File: src/rtl/add_round_key_pipe.sv
`timescale 1ns/1ps
// add_round_key_pipe: AES AddRoundKey stage with an internal round-key bank and an
// elastic valid/ready pipeline of STAGES register stages.
// Optional feature macro: ARK_PARITY_EN adds per-byte even parity that travels with the data;
// when undefined, out_parity is tied to 0 and no parity logic is built.
module add_round_key_pipe #(
    parameter int unsigned DATA_W   = 128,
    parameter int unsigned NUM_KEYS = 11,
    parameter int unsigned STAGES   = 2,
    localparam int unsigned KEY_AW  = $clog2(NUM_KEYS)
) (
    input  logic                clk,
    input  logic                rst,
    input  logic                key_wr_en,
    input  logic [KEY_AW-1:0]   key_wr_idx,
    input  logic [DATA_W-1:0]   key_wr_data,
    input  logic                in_valid,
    output logic                in_ready,
    input  logic [DATA_W-1:0]   in_data,
    input  logic [KEY_AW-1:0]   in_round,
    output logic                out_valid,
    input  logic                out_ready,
    output logic [DATA_W-1:0]   out_data,
    output logic [KEY_AW-1:0]   out_round,
    output logic [DATA_W/8-1:0] out_parity,
    output logic                err_round,
    output logic [15:0]         beat_cnt
);

    localparam int unsigned PAR_W = DATA_W / 8;
    // Index bound widened by one bit so idx >= NUM_KEYS compares cleanly for any NUM_KEYS.
    localparam logic [KEY_AW:0] NUM_KEYS_L = (KEY_AW + 1)'(NUM_KEYS);

    logic [DATA_W-1:0] bank_q [NUM_KEYS];

    logic              advance;
    logic              accept;
    logic              wr_ok;
    logic              round_ok;
    logic [DATA_W-1:0] key_sel;
    logic [DATA_W-1:0] xor_res;

    logic [STAGES-1:0] valid_q;
    logic [DATA_W-1:0] data_q  [STAGES];
    logic [KEY_AW-1:0] round_q [STAGES];

    logic              err_q;
    logic [15:0]       cnt_q;

    // One global stall: every stage moves only when the output slot is free or draining.
    assign advance  = !valid_q[STAGES-1] || out_ready;
    assign in_ready = advance;
    assign accept   = in_valid && advance;
    assign wr_ok    = key_wr_en && ({1'b0, key_wr_idx} < NUM_KEYS_L);
    assign round_ok = {1'b0, in_round} < NUM_KEYS_L;

    // Key select; an out-of-range round uses an all-zero key so data passes through.
    always_comb begin
        key_sel = '0;
        if (round_ok) begin
            key_sel = bank_q[in_round];
        end
    end

    assign xor_res = in_data ^ key_sel;

    // Round-key bank; the read above sees the old entry during a same-cycle write.
    always_ff @(posedge clk or posedge rst) begin
        if (rst) begin
            for (int i = 0; i < NUM_KEYS; i++) begin
                bank_q[i] <= '0;
            end
        end else if (wr_ok) begin
            bank_q[key_wr_idx] <= key_wr_data;
        end
    end

    // Pipeline stages: stage 0 captures the XOR result, later stages only shift.
    always_ff @(posedge clk or posedge rst) begin
        if (rst) begin
            valid_q <= '0;
            for (int i = 0; i < STAGES; i++) begin
                data_q[i]  <= '0;
                round_q[i] <= '0;
            end
        end else if (advance) begin
            valid_q[0] <= accept;
            if (accept) begin
                data_q[0]  <= xor_res;
                round_q[0] <= in_round;
            end
            for (int i = 1; i < STAGES; i++) begin
                valid_q[i] <= valid_q[i-1];
                if (valid_q[i-1]) begin
                    data_q[i]  <= data_q[i-1];
                    round_q[i] <= round_q[i-1];
                end
            end
        end
    end

    // Sticky bad-round flag and wrapping output handshake counter.
    always_ff @(posedge clk or posedge rst) begin
        if (rst) begin
            err_q <= 1'b0;
            cnt_q <= '0;
        end else begin
            if (accept && !round_ok) begin
                err_q <= 1'b1;
            end
            if (valid_q[STAGES-1] && out_ready) begin
                cnt_q <= cnt_q + 16'd1;
            end
        end
    end

`ifdef ARK_PARITY_EN
    logic [PAR_W-1:0] par_in;
    logic [PAR_W-1:0] par_q [STAGES];

    // Per-byte even parity of the stage-0 result.
    always_comb begin
        par_in = '0;
        for (int i = 0; i < PAR_W; i++) begin
            par_in[i] = ^xor_res[8*i +: 8];
        end
    end

    // Parity shifts in lockstep with the data so it shares latency and stall behaviour.
    always_ff @(posedge clk or posedge rst) begin
        if (rst) begin
            for (int i = 0; i < STAGES; i++) begin
                par_q[i] <= '0;
            end
        end else if (advance) begin
            if (accept) begin
                par_q[0] <= par_in;
            end
            for (int i = 1; i < STAGES; i++) begin
                if (valid_q[i-1]) begin
                    par_q[i] <= par_q[i-1];
                end
            end
        end
    end

    assign out_parity = par_q[STAGES-1];
`else
    assign out_parity = '0;
`endif

    assign out_valid = valid_q[STAGES-1];
    assign out_data  = data_q[STAGES-1];
    assign out_round = round_q[STAGES-1];
    assign err_round = err_q;
    assign beat_cnt  = cnt_q;

endmodule

File: config.mk
export PLATFORM = sky130hd
export DESIGN_NAME = add_round_key_pipe
export DESIGN_NICKNAME = d
export VERILOG_FILES = /design/src/rtl/add_round_key_pipe.sv
export SDC_FILE = /design/constraint.sdc
export NUM_CORES = 2
export LEC_CHECK = 0
export BUFFER_PORTS_ARGS = -buffer_cell sky130_fd_sc_hd__buf_2
export CAP_MARGIN = 20
export CORE_AREA = 8 8 390 392
export CTS_BUF_LIST = sky130_fd_sc_hd__clkbuf_16
export CTS_CLUSTER_SIZE = 10
export DETAILED_ROUTE_END_ITERATION = 16
export DIE_AREA = 0 0 398 400
export GPL_TIMING_DRIVEN = 1
export PLACE_DENSITY = 0.78
export REMOVE_ABC_BUFFERS = 1
export SYNTH_ARGS = -nofsm -noshare
export SYNTH_HDL_FRONTEND = slang
export SYNTH_SLANG_ARGS = --single-unit
File: constraint.sdc
create_clock -name clk -period 60.4 [get_ports clk]
set_clock_uncertainty 0.15 [all_clocks]
set_input_delay 3.02 -clock clk [delete_from_list [all_inputs] [get_ports clk]]
set_output_delay 3.02 -clock clk [all_outputs]
set_load 0.01 [all_outputs]
; Yosys cells after proc, flatten, opt, wreduce, memory -nomap -nowiden
; Index checks and enable logic that the tools add are counted.
[word_totals]
reg_bits = 1691
input_bits = 269
output_inout_bits = 167
elab_cells = 44
[classes]
addsub = 1
order_cmp = 5
n_mux = 7
bitwise_logic = 3
n_reduce_logical = 10
[ops]
columns = op, count
row1 = 1408-bit bitwise mux, 1
row2 = 128-bit binary-select mux with 4-bit select, 1
row3 = 128-bit demux with 4-bit select, 1
row4 = 128-bit two-way mux, 4
row5 = 128-bit bitwise XOR, 1
row6 = 16-bit by 1-bit adder with 16-bit output (second input constant), 1
row7 = 5-bit greater-or-equal comparator (second input constant), 2
row8 = 4-bit inverter with 5-bit output, 2
row9 = 4-bit less-than comparator (second input constant), 2
row10 = 1-bit logical AND, 5
row11 = 5-bit by 1-bit less-than comparator with 1-bit output (second input constant), 1
row12 = 2-bit AND reduction, 2
row13 = 1-bit zero test, 2
row14 = 1-bit logical OR, 1

; Depth between registers and ports, before layout
[logic_depth]
word_depth = 6
ltp_mapped = 10
mapped_depth_nobuf = 5

; Worst setup path after synthesis
; OpenSTA, ideal clock, no wires.
[synth_timing]
path_type = input port to output port
from = input out_ready
to = output in_ready
t_arrival_ns = 3.499
required_time_ns = 57.230
slack_ns = 53.731
cell_stages = 3
n_path_buf = 1
cell_sequence = nor2b_1 -> inv_1 -> clkbuf_1
[synth_between]
elab_chain_len = 1
[synth_rtl]
columns = item, line
row1 = "start, declared", 22  ; input logic out_ready,
row2 = 1-bit logical OR, 51  ; assign advance = !valid_q[STAGES-1] || out_ready;
row3 = "end, declared", 18  ; output logic in_ready,
; No other way between the ends.

; Final worst setup path
; Ends and elaborated chain as after synthesis.

==> run summary <==
For the worst setup path, the data arrival time is 4490 ps. Setup violations remaining at the end of the flow were counted as 0. The kind of critical path is in -> out. Port buffering added 419 buffers. Post-synthesis cell type count: 39. Clock tree synthesis inserted a total of 190 buffers.

The tools report the count of pins over their slew limit as 0. The remaining routing DRC violations was 0. The via count came out at 51280. Summing every instance area after synthesis gives 0.0798 mm^2. The number of cells traversed by the worst register-to-register path is 7. The clock-pin slew on the worst setup and hold paths is 50 ps, and the async set or reset register ratio after synthesis is 100%. The chip width was 398 um.

After synthesis, the most frequently instantiated cells are dfrtp_1, mux2_2, clkbuf_1, mux2i_1, buf_4. The half-perimeter wire length of the detailed placement result was 118000 um. The post-synthesis average cell area was 13.7 um^2; the biggest fanout along the worst timing path was 26.

The tools report the total of max-cap violations as 0. Synthesis produced a netlist whose cell count is 5837. The run gives 0 as the remaining antenna violation count. The worst hold path belongs to the class reg -> reg. Pin placement for this block handled 436 I/O pins. The die area is 0.159 mm^2.

The total congestion overflow came out at 0. Global routing used 26.7% of the available tracks across all layers. From bottom edge to top edge, the die measures 400 um.

The routed design has 215000 um of wire. Clock latency on the worst-skew pair, taken at its later pin, is 840 ps. In this run, the number of DRC markers left after iteration 0 of detailed routing was 4073. The tools report the hold violation count in the final report as 0. STA classifies the critical path startpoint as an input pin.

Measured on the finished design, the core utilization comes to 59.6%. The first global-routing pass estimated 331000 um of wire. The via count of the first global-routing pass is 54265, and the count of fill cells added during filler insertion is 11064. The routed length per instance is 27.4 um. The predominant post-synthesis flop cell is dfrtp_1. The data required time of the critical path came out at 57230 ps. VDD sags by at most 28.5 uV. The run gives 0 ps as the final total negative setup slack. The element type at the critical path end is a primary output.

Hold repair after CTS inserted 0 buffers. CTS placed an instance of clkbuf_16 at the clock tree root. The total of flip-flops plus latches after synthesis is 1691, and the post-cts resize count is 0. The synthesized design contains 0 enable-type register cells. Count of clock tree sinks: 1691. The area growth from synthesis to layout is 9.31%. The initial utilization of the core area, before any placement, comes to 54.6%.

The time the final worst path needs with I/O delays and setup was 7660 ps. The worst path uses 12.7% of the clock period. Share of final-layout standard cells stronger than drive strength 1: 41.2%. The worst hold path depth was 1.

Routability-driven placement finished with a final weighted congestion of 0.757. Ranked by total cell area, the synthesized netlist is headed by dfrtp_1, mux2_2, mux2i_1, mux4_2, clkbuf_1. In this run the deepest clock path goes through 3 buffers. Fmax: 131 MHz.

The floorplan step defined a core boundary enclosing 0.146 mm^2. Power spread over the standard cell area amounts to 36.7 mW/mm^2. The H-tree generated during clock tree synthesis spans 4 levels.

TritonCTS built the clock tree. The area fraction of the dominant cell type after synthesis works out to 53.0%. For this run, the register share of the synthesized area comes to 53.0%. Post-CTS timing repair inserted 0 buffers for setup.

During synthesis, Yosys emitted a total of 0 warnings. The net count of the finished layout is 6097. The transition time of the tightest slew-check pin was 1190 ps; the worst relative slew slack was 20.9%. For the leakage power of the design, the log shows 38.4 nW. Setup repair after global routing left no endpoint under its margin.

The run finished with clean final reports. Summed over all instances, the cell type with the most area after synthesis is dfrtp_1. The number of antenna violations at the first check in global routing was 67; the routed via count divided by cell count was 6.54. The run gives 141 as the total number of placement rows. For this run, the detailed router's first-pass iteration total came to 8.

Entering global routing, the biggest net connects 185 pins. dfrtp_1 is the most common cell in the netlist.
## logic make-up after synthesis
family          synth area share, %
mux                            30.2
flops                          53.0
buf+inv                        4.53
simple gates                   5.16
compound gates                 6.84
xor+xnor                      0.165
fa+ha+maj                    0.0157
other cells                 0.00470
## critical path: stages
cell,delay (ps)
buf_2,130
nor2b_4,660
inv_4,340
buf_2,270
## stage by stage
stage	total power [mW]	instance area (um^2)	instances	setup WS, ps	hold slack (ps)
6_report	3.20	87200	7835	52740	313
5_1_grt	3.34	87200	7818	52710	338
3_3_place_gp	2.15	81700	7557	52570	300
2_1_floorplan	1.99	76200	5122	9500	307
3_5_place_dp	2.19	81700	7558	52480	306
4_1_cts	3.21	86900	7787	52760	316
## area by class of cell
| type | count | area [um^2] | area share [%] |
|---|---|---|---|
| Antenna cell | 41 | 103 | 0.118 |
| Clock buffer | 190 | 4750 | 5.45 |
| Clock inverter | 39 | 478 | 0.548 |
| Inverter | 6 | 35.0 | 0.0402 |
| Multi-Input combinational cell | 3425 | 34000 | 39.0 |
| Sequential cell | 1691 | 42300 | 48.5 |
| Tap cell | 1930 | 2410 | 2.77 |
| Timing Repair Buffer | 513 | 3080 | 3.53 |
## worst paths after layout
| kind | start | end | slack (ps) |
|---|---|---|---|
| setup / recovery | out_ready | in_ready | 52740 |
| hold / removal | beat_cnt[15] | beat_cnt[15] | 310 |
| setup reg to reg | valid_q[1] | data_q[224] | 55670 |
| hold reg to reg | beat_cnt[15] | beat_cnt[15] | 310 |
| max in group asynchronous | rst | bank_q[1285] | 53840 |
| min in group asynchronous | rst | bank_q[808] | 2230 |
## placed cells by master (no fill, tap or decap), drive strengths merged, types with 41 or more instances in the layout
| master | n |
|---|---|
| a221o | 128 |
| o221ai | 128 |
| nand3 | 132 |
| or4 | 128 |
| mux2i | 384 |
| o21a | 128 |
| buf | 513 |
| and3 | 129 |
| dfrtp | 1691 |
| nor2 | 142 |
| o41a | 128 |
| clkbuf | 190 |
| mux2 | 1545 |
| nand3b | 130 |
| diode | 41 |
| o21ai | 128 |
| mux4 | 128 |
## flip-flops by register name (all words and copies together) (netlist names)
| name | cells |
|---|---|
| beat_cnt | 16 |
| round_q | 4 |
| data_q | 128 |
| out_round | 4 |
| valid_q | 2 |
| err_round | 1 |
| out_data | 128 |
| bank_q | 1408 |
## power by group
part / switching (mW) / total (mW) / internal (mW) / leakage [nW]
clock network: 0.452 / 1.02 / 0.565 / 2.62
registers: 0.148 / 1.56 / 1.41 / 20.7
logic: 0.279 / 0.623 / 0.344 / 15.0
## layer usage
metal / share of wire, % / track usage, %
met5: 0.12 / 0
met4: 3.7 / 11.0
met3: 7.5 / 6.15
met2: 48 / 43.7
met1: 40 / 34.6
Note: power is estimated with default switching activity, not from simulation.
